<file path="config.mk">
export PLATFORM = sky130hd
export DESIGN_NAME = truth_table_sweeper
export DESIGN_NICKNAME = d
export VERILOG_FILES = /design/src/rtl/truth_table_sweeper.sv
export SDC_FILE = /design/constraint.sdc
export NUM_CORES = 1
export LEC_CHECK = 0
export BUFFER_PORTS_ARGS = -buffer_cell sky130_fd_sc_hd__buf_2
export CORE_MARGIN = 3
export CORE_UTILIZATION = 56
export CTS_CLUSTER_SIZE = 24
export DETAILED_ROUTE_END_ITERATION = 12
export PLACE_DENSITY = 0.81
export SLEW_MARGIN = 10
export SYNTH_ARGS = -nofsm -noshare
export SYNTH_HDL_FRONTEND = slang
export SYNTH_SLANG_ARGS = --single-unit
</file>
<file path="constraint.sdc">
create_clock -name clk -period 4.6 [get_ports clk]
set_input_delay 0.23 -clock clk [delete_from_list [all_inputs] [get_ports clk]]
set_output_delay 0.23 -clock clk [all_outputs]
set_load 0.005 [all_outputs]
</file>
<file path="src/rtl/truth_table_sweeper.sv">
// Exhaustive truth-table stimulus/check engine for an N_IN-input, 1-output combinational DUT.
// Optional build macro TT_GRAY_ORDER_EN steps vectors in reflected Gray order instead of binary.
module truth_table_sweeper #(
  parameter int unsigned N_IN = 4,
  parameter int unsigned HOLD = 10,
  parameter logic [(1 << N_IN)-1:0] EXPECT = '0
) (
  input  logic            clk,
  input  logic            reset_n,
  input  logic            start,
  input  logic            dut_f,
  output logic [N_IN-1:0] vec_out,
  output logic            busy,
  output logic            done,
  output logic            pass,
  output logic [N_IN:0]   err_count,
  output logic [N_IN-1:0] first_err_vec,
  output logic            first_err_vld
);

  localparam int unsigned HW = (HOLD > 1) ? $clog2(HOLD) : 1;
  localparam logic [HW-1:0]   HOLD_LAST = HW'(HOLD - 1);
  localparam logic [N_IN-1:0] IDX_LAST  = '1;

  typedef enum logic [1:0] {
    ST_IDLE = 2'd0,
    ST_RUN  = 2'd1,
    ST_DONE = 2'd2
  } state_t;

  state_t          state, state_nxt;
  logic [N_IN-1:0] idx, idx_nxt, idx_inc;
  logic [HW-1:0]   hold_cnt, hold_nxt;
  logic [N_IN-1:0] vec_nxt;
  logic            busy_nxt, done_nxt;
  logic [N_IN:0]   err_nxt;
  logic [N_IN-1:0] fev_nxt;
  logic            fevld_nxt;
  logic            mismatch;

  // Sweep index i maps to the driven vector: binary i, or i ^ (i >> 1) in Gray mode.
  function automatic logic [N_IN-1:0] to_vec(input logic [N_IN-1:0] i);
`ifdef TT_GRAY_ORDER_EN
    return i ^ (i >> 1);
`else
    return i;
`endif
  endfunction

  // State and result registers, synchronous active-low reset.
  always_ff @(posedge clk) begin
    if (!reset_n) begin
      state         <= ST_IDLE;
      idx           <= '0;
      hold_cnt      <= '0;
      vec_out       <= '0;
      busy          <= 1'b0;
      done          <= 1'b0;
      err_count     <= '0;
      first_err_vec <= '0;
      first_err_vld <= 1'b0;
    end else begin
      state         <= state_nxt;
      idx           <= idx_nxt;
      hold_cnt      <= hold_nxt;
      vec_out       <= vec_nxt;
      busy          <= busy_nxt;
      done          <= done_nxt;
      err_count     <= err_nxt;
      first_err_vec <= fev_nxt;
      first_err_vld <= fevld_nxt;
    end
  end

  // Next-state and datapath; comparison happens on the last hold cycle of each vector.
  always_comb begin
    state_nxt = state;
    idx_nxt   = idx;
    idx_inc   = idx + 1'b1;
    hold_nxt  = hold_cnt;
    vec_nxt   = vec_out;
    busy_nxt  = busy;
    done_nxt  = done;
    err_nxt   = err_count;
    fev_nxt   = first_err_vec;
    fevld_nxt = first_err_vld;
    mismatch  = 1'b0;

    case (state)
      ST_IDLE, ST_DONE: begin
        if (start) begin
          state_nxt = ST_RUN;
          idx_nxt   = '0;
          hold_nxt  = '0;
          vec_nxt   = '0;
          busy_nxt  = 1'b1;
          done_nxt  = 1'b0;
          err_nxt   = '0;
          fev_nxt   = '0;
          fevld_nxt = 1'b0;
        end
      end
      ST_RUN: begin
        if (hold_cnt != HOLD_LAST) begin
          hold_nxt = hold_cnt + 1'b1;
        end else begin
          hold_nxt = '0;
          mismatch = (dut_f != EXPECT[vec_out]);
          if (mismatch) begin
            err_nxt = err_count + 1'b1;
            if (!first_err_vld) begin
              fev_nxt   = vec_out;
              fevld_nxt = 1'b1;
            end
          end
          // Final vector leaves vec_out parked at zero rather than wrapping.
          if (idx == IDX_LAST) begin
            state_nxt = ST_DONE;
            busy_nxt  = 1'b0;
            done_nxt  = 1'b1;
            idx_nxt   = '0;
            vec_nxt   = '0;
          end else begin
            idx_nxt = idx_inc;
            vec_nxt = to_vec(idx_inc);
          end
        end
      end
      default: state_nxt = ST_IDLE;
    endcase
  end

  assign pass = done && (err_count == '0);

endmodule

</file>
==> results of run 1 <==
[layer usage]
metal	track usage	share of wire
met4	0.06635	0.014
met5	0	0
met2	0.3348	0.49
met1	0.2347	0.45
met3	0.04601	0.047
[placed cells by master, fill, tap and decap left out, types with 2 or more instances in the layout]
cell type / instances
ha_1: 5
clkbuf_4: 3
a31oi_1: 2
nand2_1: 8
inv_1: 5
o21ai_1: 2
a22o_1: 4
nor2_1: 12
dfxtp_1: 22
a21oi_1: 7
nor3b_1: 2
o21ai_0: 5
nor3_1: 3
and3_1: 2
nand3_1: 7
nand2b_1: 2
buf_2: 20
xor2_1: 2
[worst paths after layout]
check              startpoint               end  slack [ns]  depth (start not counted)
max               hold_cnt[0]            idx[3]        2.77                          5
min                     start          state[1]        0.22                          4
max reg2reg       hold_cnt[0]            idx[3]        2.77                          5
min reg2reg  first_err_vec[2]  first_err_vec[2]        0.48                          1
[per-stage QoR]
| stage | hold slack (ns) | utilization | power [mW] | instance area, sq um | setup WS, ns |
|---|---|---|---|---|---|
| after floorplan | 0.3657 | - | 0.2198 | 1018 | 3.058 |
| after global placement | 0.4507 | 0.6964 | 0.2258 | 1122 | 2.929 |
| after detailed placement | 0.4545 | 0.6964 | 0.2269 | 1122 | 2.824 |
| after CTS | 0.2166 | 0.7290 | 0.3718 | 1175 | 2.781 |
| after global routing | 0.2072 | 0.7290 | 0.3856 | 1175 | 2.664 |
| final | 0.2165 | 0.7290 | 0.3701 | 1175 | 2.774 |
[cell families after synthesis]
kind of cell,share of synthesized area
and+or+nand+nor,0.2261
xor gates and xnor gates,0.02580
DFF,0.4324
AOI/OAI and AO/OA,0.2101
buffers and inverters,0.04423
adders and majority gates,0.06143
[flip-flops by register name, indices dropped and copies added (netlist names)]
name,flops
err_count,5
state,2
idx,4
first_err_vec,4
hold_cnt,4
first_err_vld,1
done,1
busy,1
[worst min-delay path: stages]
cell	delay, ns
buf_2	0.09
nor3b_1	0.04
nor2_1	0.08
nor2_1	0.04
[cell type report]
class | instances | area [sq um] | area share
Clock inverter | 1 | 30.03 | 0.02556
Clock buffer | 3 | 22.52 | 0.01917
Tap cell | 24 | 30.03 | 0.02556
Inverter | 5 | 18.77 | 0.01597
Multi-Input combinational cell | 83 | 533.0 | 0.4537
Sequential cell | 22 | 440.4 | 0.3749
Timing Repair Buffer | 20 | 100.1 | 0.08520
[power by group through the flow]
stage	Combinational, mW	Sequential [mW]	Clock, mW
after CTS	0.0271	0.196	0.149
after detailed placement	0.0267	0.200	0
after floorplan	0.0199	0.200	0
after global routing	0.0301	0.196	0.159
final	0.0272	0.196	0.147
after global placement	0.0260	0.200	0
==> results.json, run 1 <==
{
  "max_slew.worst_pin.slew_ns": 0.3969,
  "drt_iter0_drc": 26,
  "yosysMostFrequentCell": "dfxtp_1",
  "synth_commonest_cells": "dfxtp_1, nor2_1, nand2_1, a21oi_1, nand3_1",
  "placedCellCount": 154,
  "netlist_instances": 114,
  "numCtsBuffers": 3,
  "cts_setup_buffers": 0,
  "fin_crit_sh": 0.3970,
  "async_flop_share": 0,
  "num_vias": 899,
  "start_util": 0.6320,
  "dieArea_sq_um": 2366,
  "switchingPower_mw": 0.07930,
  "nFillCells": 145,
  "yosysUniqueCellTypes": 39,
  "synth_top_area_share": 0.4324,
  "final.min_clock_period_ns": 1.826,
  "hp-class": "input pin to flip-flop",
  "path_cells": "ha_1 > and3b_1 > a21oi_4 > or4_1 > a21oi_1",
  "synth_top_area_cell": "dfxtp_1",
  "cts_root_buffer": "clkbuf_4",
  "io_pins": 21,
  "arrival_ns": 2.07,
  "setup_viol": 0,
  "grtUsageTotal": 0.1942,
  "areaGrowthSynthToFinish_pct": 15.36,
  "hold_violations": 0,
  "crit_family": "simple AND/OR/NAND/NOR gates",
  "p_seq_frac": 0.529,
  "mappedNetlistNets": 123,
  "first_global_vias": 855,
  "synth_edf_count": 0,
  "cts.htree.levels": 1,
  "p_per_area_nw_per_um2": 315.0,
  "vias_per_cell": 5.690,
  "fmax_mhz": 547.6,
  "fp.dieW_um": 48.65,
  "critPathBufInv": 0,
  "cts.sinks": 22,
  "critical_path_class": "flip-flop to flip-flop",
  "grt_max_degree": 14,
  "place_congestion": 0.7500,
  "drv_cap": 0,
  "power.internal_mw": 0.2908,
  "wirelength_mm": 2.127,
  "clock_latency_ns": 0.30,
  "routedWlPerCell_um": 13.46,
  "fin_nets": 144,
  "syn_avg_cell_area_sq_um": 8.934,
  "ant_nets": 0,
  "syn_area_sq_um": 1018,
  "cts_hold_buf": 0,
  "p_leak_nw": 0.5133,
  "synthTopCellsByArea": "dfxtp_1, ha_1, nor2_1",
  "numPortBuffers": 20,
  "row_count": 14,
  "cts_tree": "built",
  "cp-start-kind": "flip-flop",
  "end_kind": "flip-flop",
  "slew_violations": 0,
  "hpwl_mm": 1.585,
  "fp.dieH_um": 48.65,
  "slew_headroom": 0.7354,
  "core_area_sq_um": 1612,
  "finalClockSkew_ns": 0.007227,
  "clockPowerShare": 0.397,
  "clock_path_buffers": 2,
  "ys_seq_area_frac": 0.4324,
  "final_layout_size_suffix_gt1_frac": 0.2090,
  "first_pass_iters": 4,
  "critPathMaxStageDelay_ns": 0.48,
  "overflow": 0,
  "synth_top_flop_cell": "dfxtp_1",
  "cpMaxStageDelayCell": "or4_1",
  "clk_pin_slew_ns": 0.13,
  "synth_seq_cells": 22,
  "cts_resized": 0,
  "p_comb_frac": 0.074,
  "vdd_drop_max_mv": 0.1946,
  "diodes": 0,
  "status": "completed",
  "netSwitchingFraction": 0.2143,
  "setup_tns_ns": 0,
  "critPathMaxFanout": 8,
  "finalNonFillerCells": 158,
  "rsz0062_at_grt": "no",
  "antenna_found_initial": 0,
  "required_ns": 4.84,
  "route.detailed.drc": 0,
  "yosysWarningCount": 0,
  "grt_first_pass_wirelength_mm": 3.746
}
No activity file was read; power rests on OpenSTA's default activity.
==> inputs of run 2 (changes only) <==
--- a/config.mk
+++ b/config.mk
@@ -5,12 +5,13 @@
 export SDC_FILE = /design/constraint.sdc
 export NUM_CORES = 1
 export LEC_CHECK = 0
+export ABC_AREA = 1
 export BUFFER_PORTS_ARGS = -buffer_cell sky130_fd_sc_hd__buf_2
 export CORE_MARGIN = 3
-export CORE_UTILIZATION = 56
+export CORE_UTILIZATION = 54
 export CTS_CLUSTER_SIZE = 24
 export DETAILED_ROUTE_END_ITERATION = 12
-export PLACE_DENSITY = 0.81
+export PLACE_DENSITY = 0.77
 export SLEW_MARGIN = 10
 export SYNTH_ARGS = -nofsm -noshare
 export SYNTH_HDL_FRONTEND = slang
==> constraint.sdc (replaced) <==
create_clock -name clk -period 1.91 [get_ports clk]
set_input_delay 0.0955 -clock clk [delete_from_list [all_inputs] [get_ports clk]]
set_output_delay 0.0955 -clock clk [all_outputs]
set_load 0.005 [all_outputs]
==> results.json, run 2 <==
{
  "drt_iter0_drc": 20,
  "io_pins": 21,
  "async_flop_share": 0,
  "arrival_ns": 1.71,
  "yosysWarningCount": 0,
  "p_per_area_nw_per_um2": 670.3,
  "critPathLaunch": "state[0]",
  "vias_per_cell": 4.973,
  "required_ns": 2.13,
  "final_layout_size_suffix_gt1_frac": 0.1897,
  "cts_setup_buffers": 0,
  "placed_area_sq_um": 1305,
  "overflow": 0,
  "synth_commonest_cells": "nand2_1, inv_1, dfxtp_1, nor2_1, a21oi_1",
  "cts_tree": "built",
  "hold_violations": 0,
  "rsz0062_at_grt": "no",
  "synth_edf_count": 0,
  "max_slew.worst_pin.slew_ns": 0.3536,
  "synth_top_flop_cell": "dfxtp_1",
  "netlist_instances": 176,
  "first_pass_iters": 4,
  "core_area_sq_um": 2042,
  "synth_top_area_cell": "dfxtp_1",
  "numPortBuffers": 20,
  "cts.htree.levels": 1,
  "yosysMostFrequentCell": "nand2_1",
  "mostFrequentLayoutCells": "nand2_1, inv_1, dfxtp_1",
  "cp-start-kind": "flip-flop",
  "final_common_cell": "nand2_1",
  "place_congestion": 0.8302,
  "clock_latency_ns": 0.31,
  "setup_viol": 0,
  "grt_max_degree": 13,
  "design_area_sq_um": 1341,
  "grt_first_pass_wirelength_mm": 4.222,
  "cpMaxStageDelayCell": "dfxtp_1",
  "setup_tns_ns": 0,
  "p_leak_nw": 0.6505,
  "clk_pin_slew_ns": 0.12,
  "final.min_clock_period_ns": 1.486,
  "status": "completed",
  "areaGrowthSynthToFinish_pct": 11.55,
  "synthTopCellsByArea": "dfxtp_1, nand2_1, inv_1",
  "ys_seq_area_frac": 0.3663,
  "mappedNetlistNets": 185,
  "vdd_drop_max_mv": 0.4845,
  "routedWlPerCell_um": 11.32,
  "synth_seq_cells": 22,
  "first_global_vias": 1006,
  "path_cells": "inv_2 > nor2_4 > nand2_2 > nand3_2 > nand2_1 > nand2_1 > nor2_1",
  "ant_nets": 0,
  "clock_path_buffers": 2,
  "cts_hold_buf": 0,
  "critical_path_class": "flip-flop to flip-flop",
  "fin_crit_sh": 0.7778,
  "yosysUniqueCellTypes": 27,
  "rr_worst_depth": 7,
  "synth_top_area_share": 0.3663,
  "largest_register_ffs": 5,
  "slew_violations": 0,
  "numCtsBuffers": 3,
  "critPathMaxStageDelay_ns": 0.42,
  "reg2reg_to": "first_err_vec[3]",
  "worstSetupEndpoint": "first_err_vec[3]",
  "hp-class": "input pin to flip-flop",
  "slew_headroom": 0.7640,
  "cts_resized": 0,
  "fin_nets": 205,
  "fp.dieH_um": 53.19,
  "r2r_slack_ns": 0.42,
  "row_count": 16,
  "cts_root_buffer": "clkbuf_4",
  "hpwl_mm": 1.869,
  "diodes": 0,
  "syn_avg_cell_area_sq_um": 6.832,
  "fp.dieW_um": 53.19,
  "end_kind": "flip-flop",
  "syn_area_sq_um": 1202,
  "antenna_found_initial": 0,
  "worstReg2RegStart": "state[0]",
  "dieArea_sq_um": 2829,
  "critPathMaxFanout": 12,
  "cp_common_cell": "nand2_1",
  "wirelength_mm": 2.512,
  "cts.sinks": 22,
  "grtUsageTotal": 0.2038,
  "num_vias": 1104,
  "regMostFlops": "err_count",
  "fmax_mhz": 673.1,
  "finalClockSkew_ns": 0.005213,
  "drv_cap": 0,
  "route.detailed.drc": 0,
  "start_util": 0.5888
}
==> run 2: cell type report <==
type	count	area, sq um
multi-input combinational	121	625.6
tap	27	33.78
fill	200	700.7
inverter	28	105.1
clock buffer	4	36.28
timing repair buffer	20	100.1
sequential	22	440.4
==> run 2: routing by layer <==
layer  routed length (um)  track usage
met1                 1207       0.2521
met2                 1155       0.3430
met3                  106      0.02817
met4                   43      0.09787
met5                    0            0
==> run 2: critical path: cells and delay by family (launching register included) <==
| kind | cells | cell delay (ns) |
|---|---|---|
| AND/OR/NAND/NOR | 6 | 0.90 |
| flip-flops | 1 | 0.42 |
| buffers and inverters | 1 | 0.08 |
==> run 2: logic make-up after synthesis <==
kind of cell | share of synthesized area
flops | 0.3663
compound gates | 0.09886
fa+ha+maj | 0.05203
simple gates | 0.3621
buf+inv | 0.1134
xor+xnor | 0.007285
==> run 2: how the worst min path moves through the flow <==
stage | startpoint | to | slack [ns] | cells after the start
final | start | busy | 0.09 | 3
after global routing | start | busy | 0.11 | 3
after CTS | start | busy | 0.08 | 3
after detailed placement | start | busy | 0.42 | 3
after global placement | start | busy | 0.42 | 3
after floorplan | start | busy | 0.27 | 2
==> run 2: power breakdown <==
part / internal [mW] / switching, mW / leakage [nW]
Clock: 0.116 / 0.142 / 0.0210
Combinational: 0.0512 / 0.0990 / 0.451
Sequential: 0.477 / 0.0135 / 0.179
Total: 0.644 / 0.255 / 0.650
==> run 2: stage by stage <==
step                setup slack, ns  std cells  hold WS [ns]  total power [mW]  utilization
floorplan                    0.6307        176        0.2650            0.6158            -
global placement             0.5260        218        0.4235            0.6434       0.6391
detailed placement           0.4401        218        0.4173            0.6508       0.6391
CTS                          0.4201        222       0.07991            0.9076       0.6569
global route                 0.2671        222        0.1064            0.9461       0.6569
finish                       0.4244        222       0.08832            0.8990       0.6569
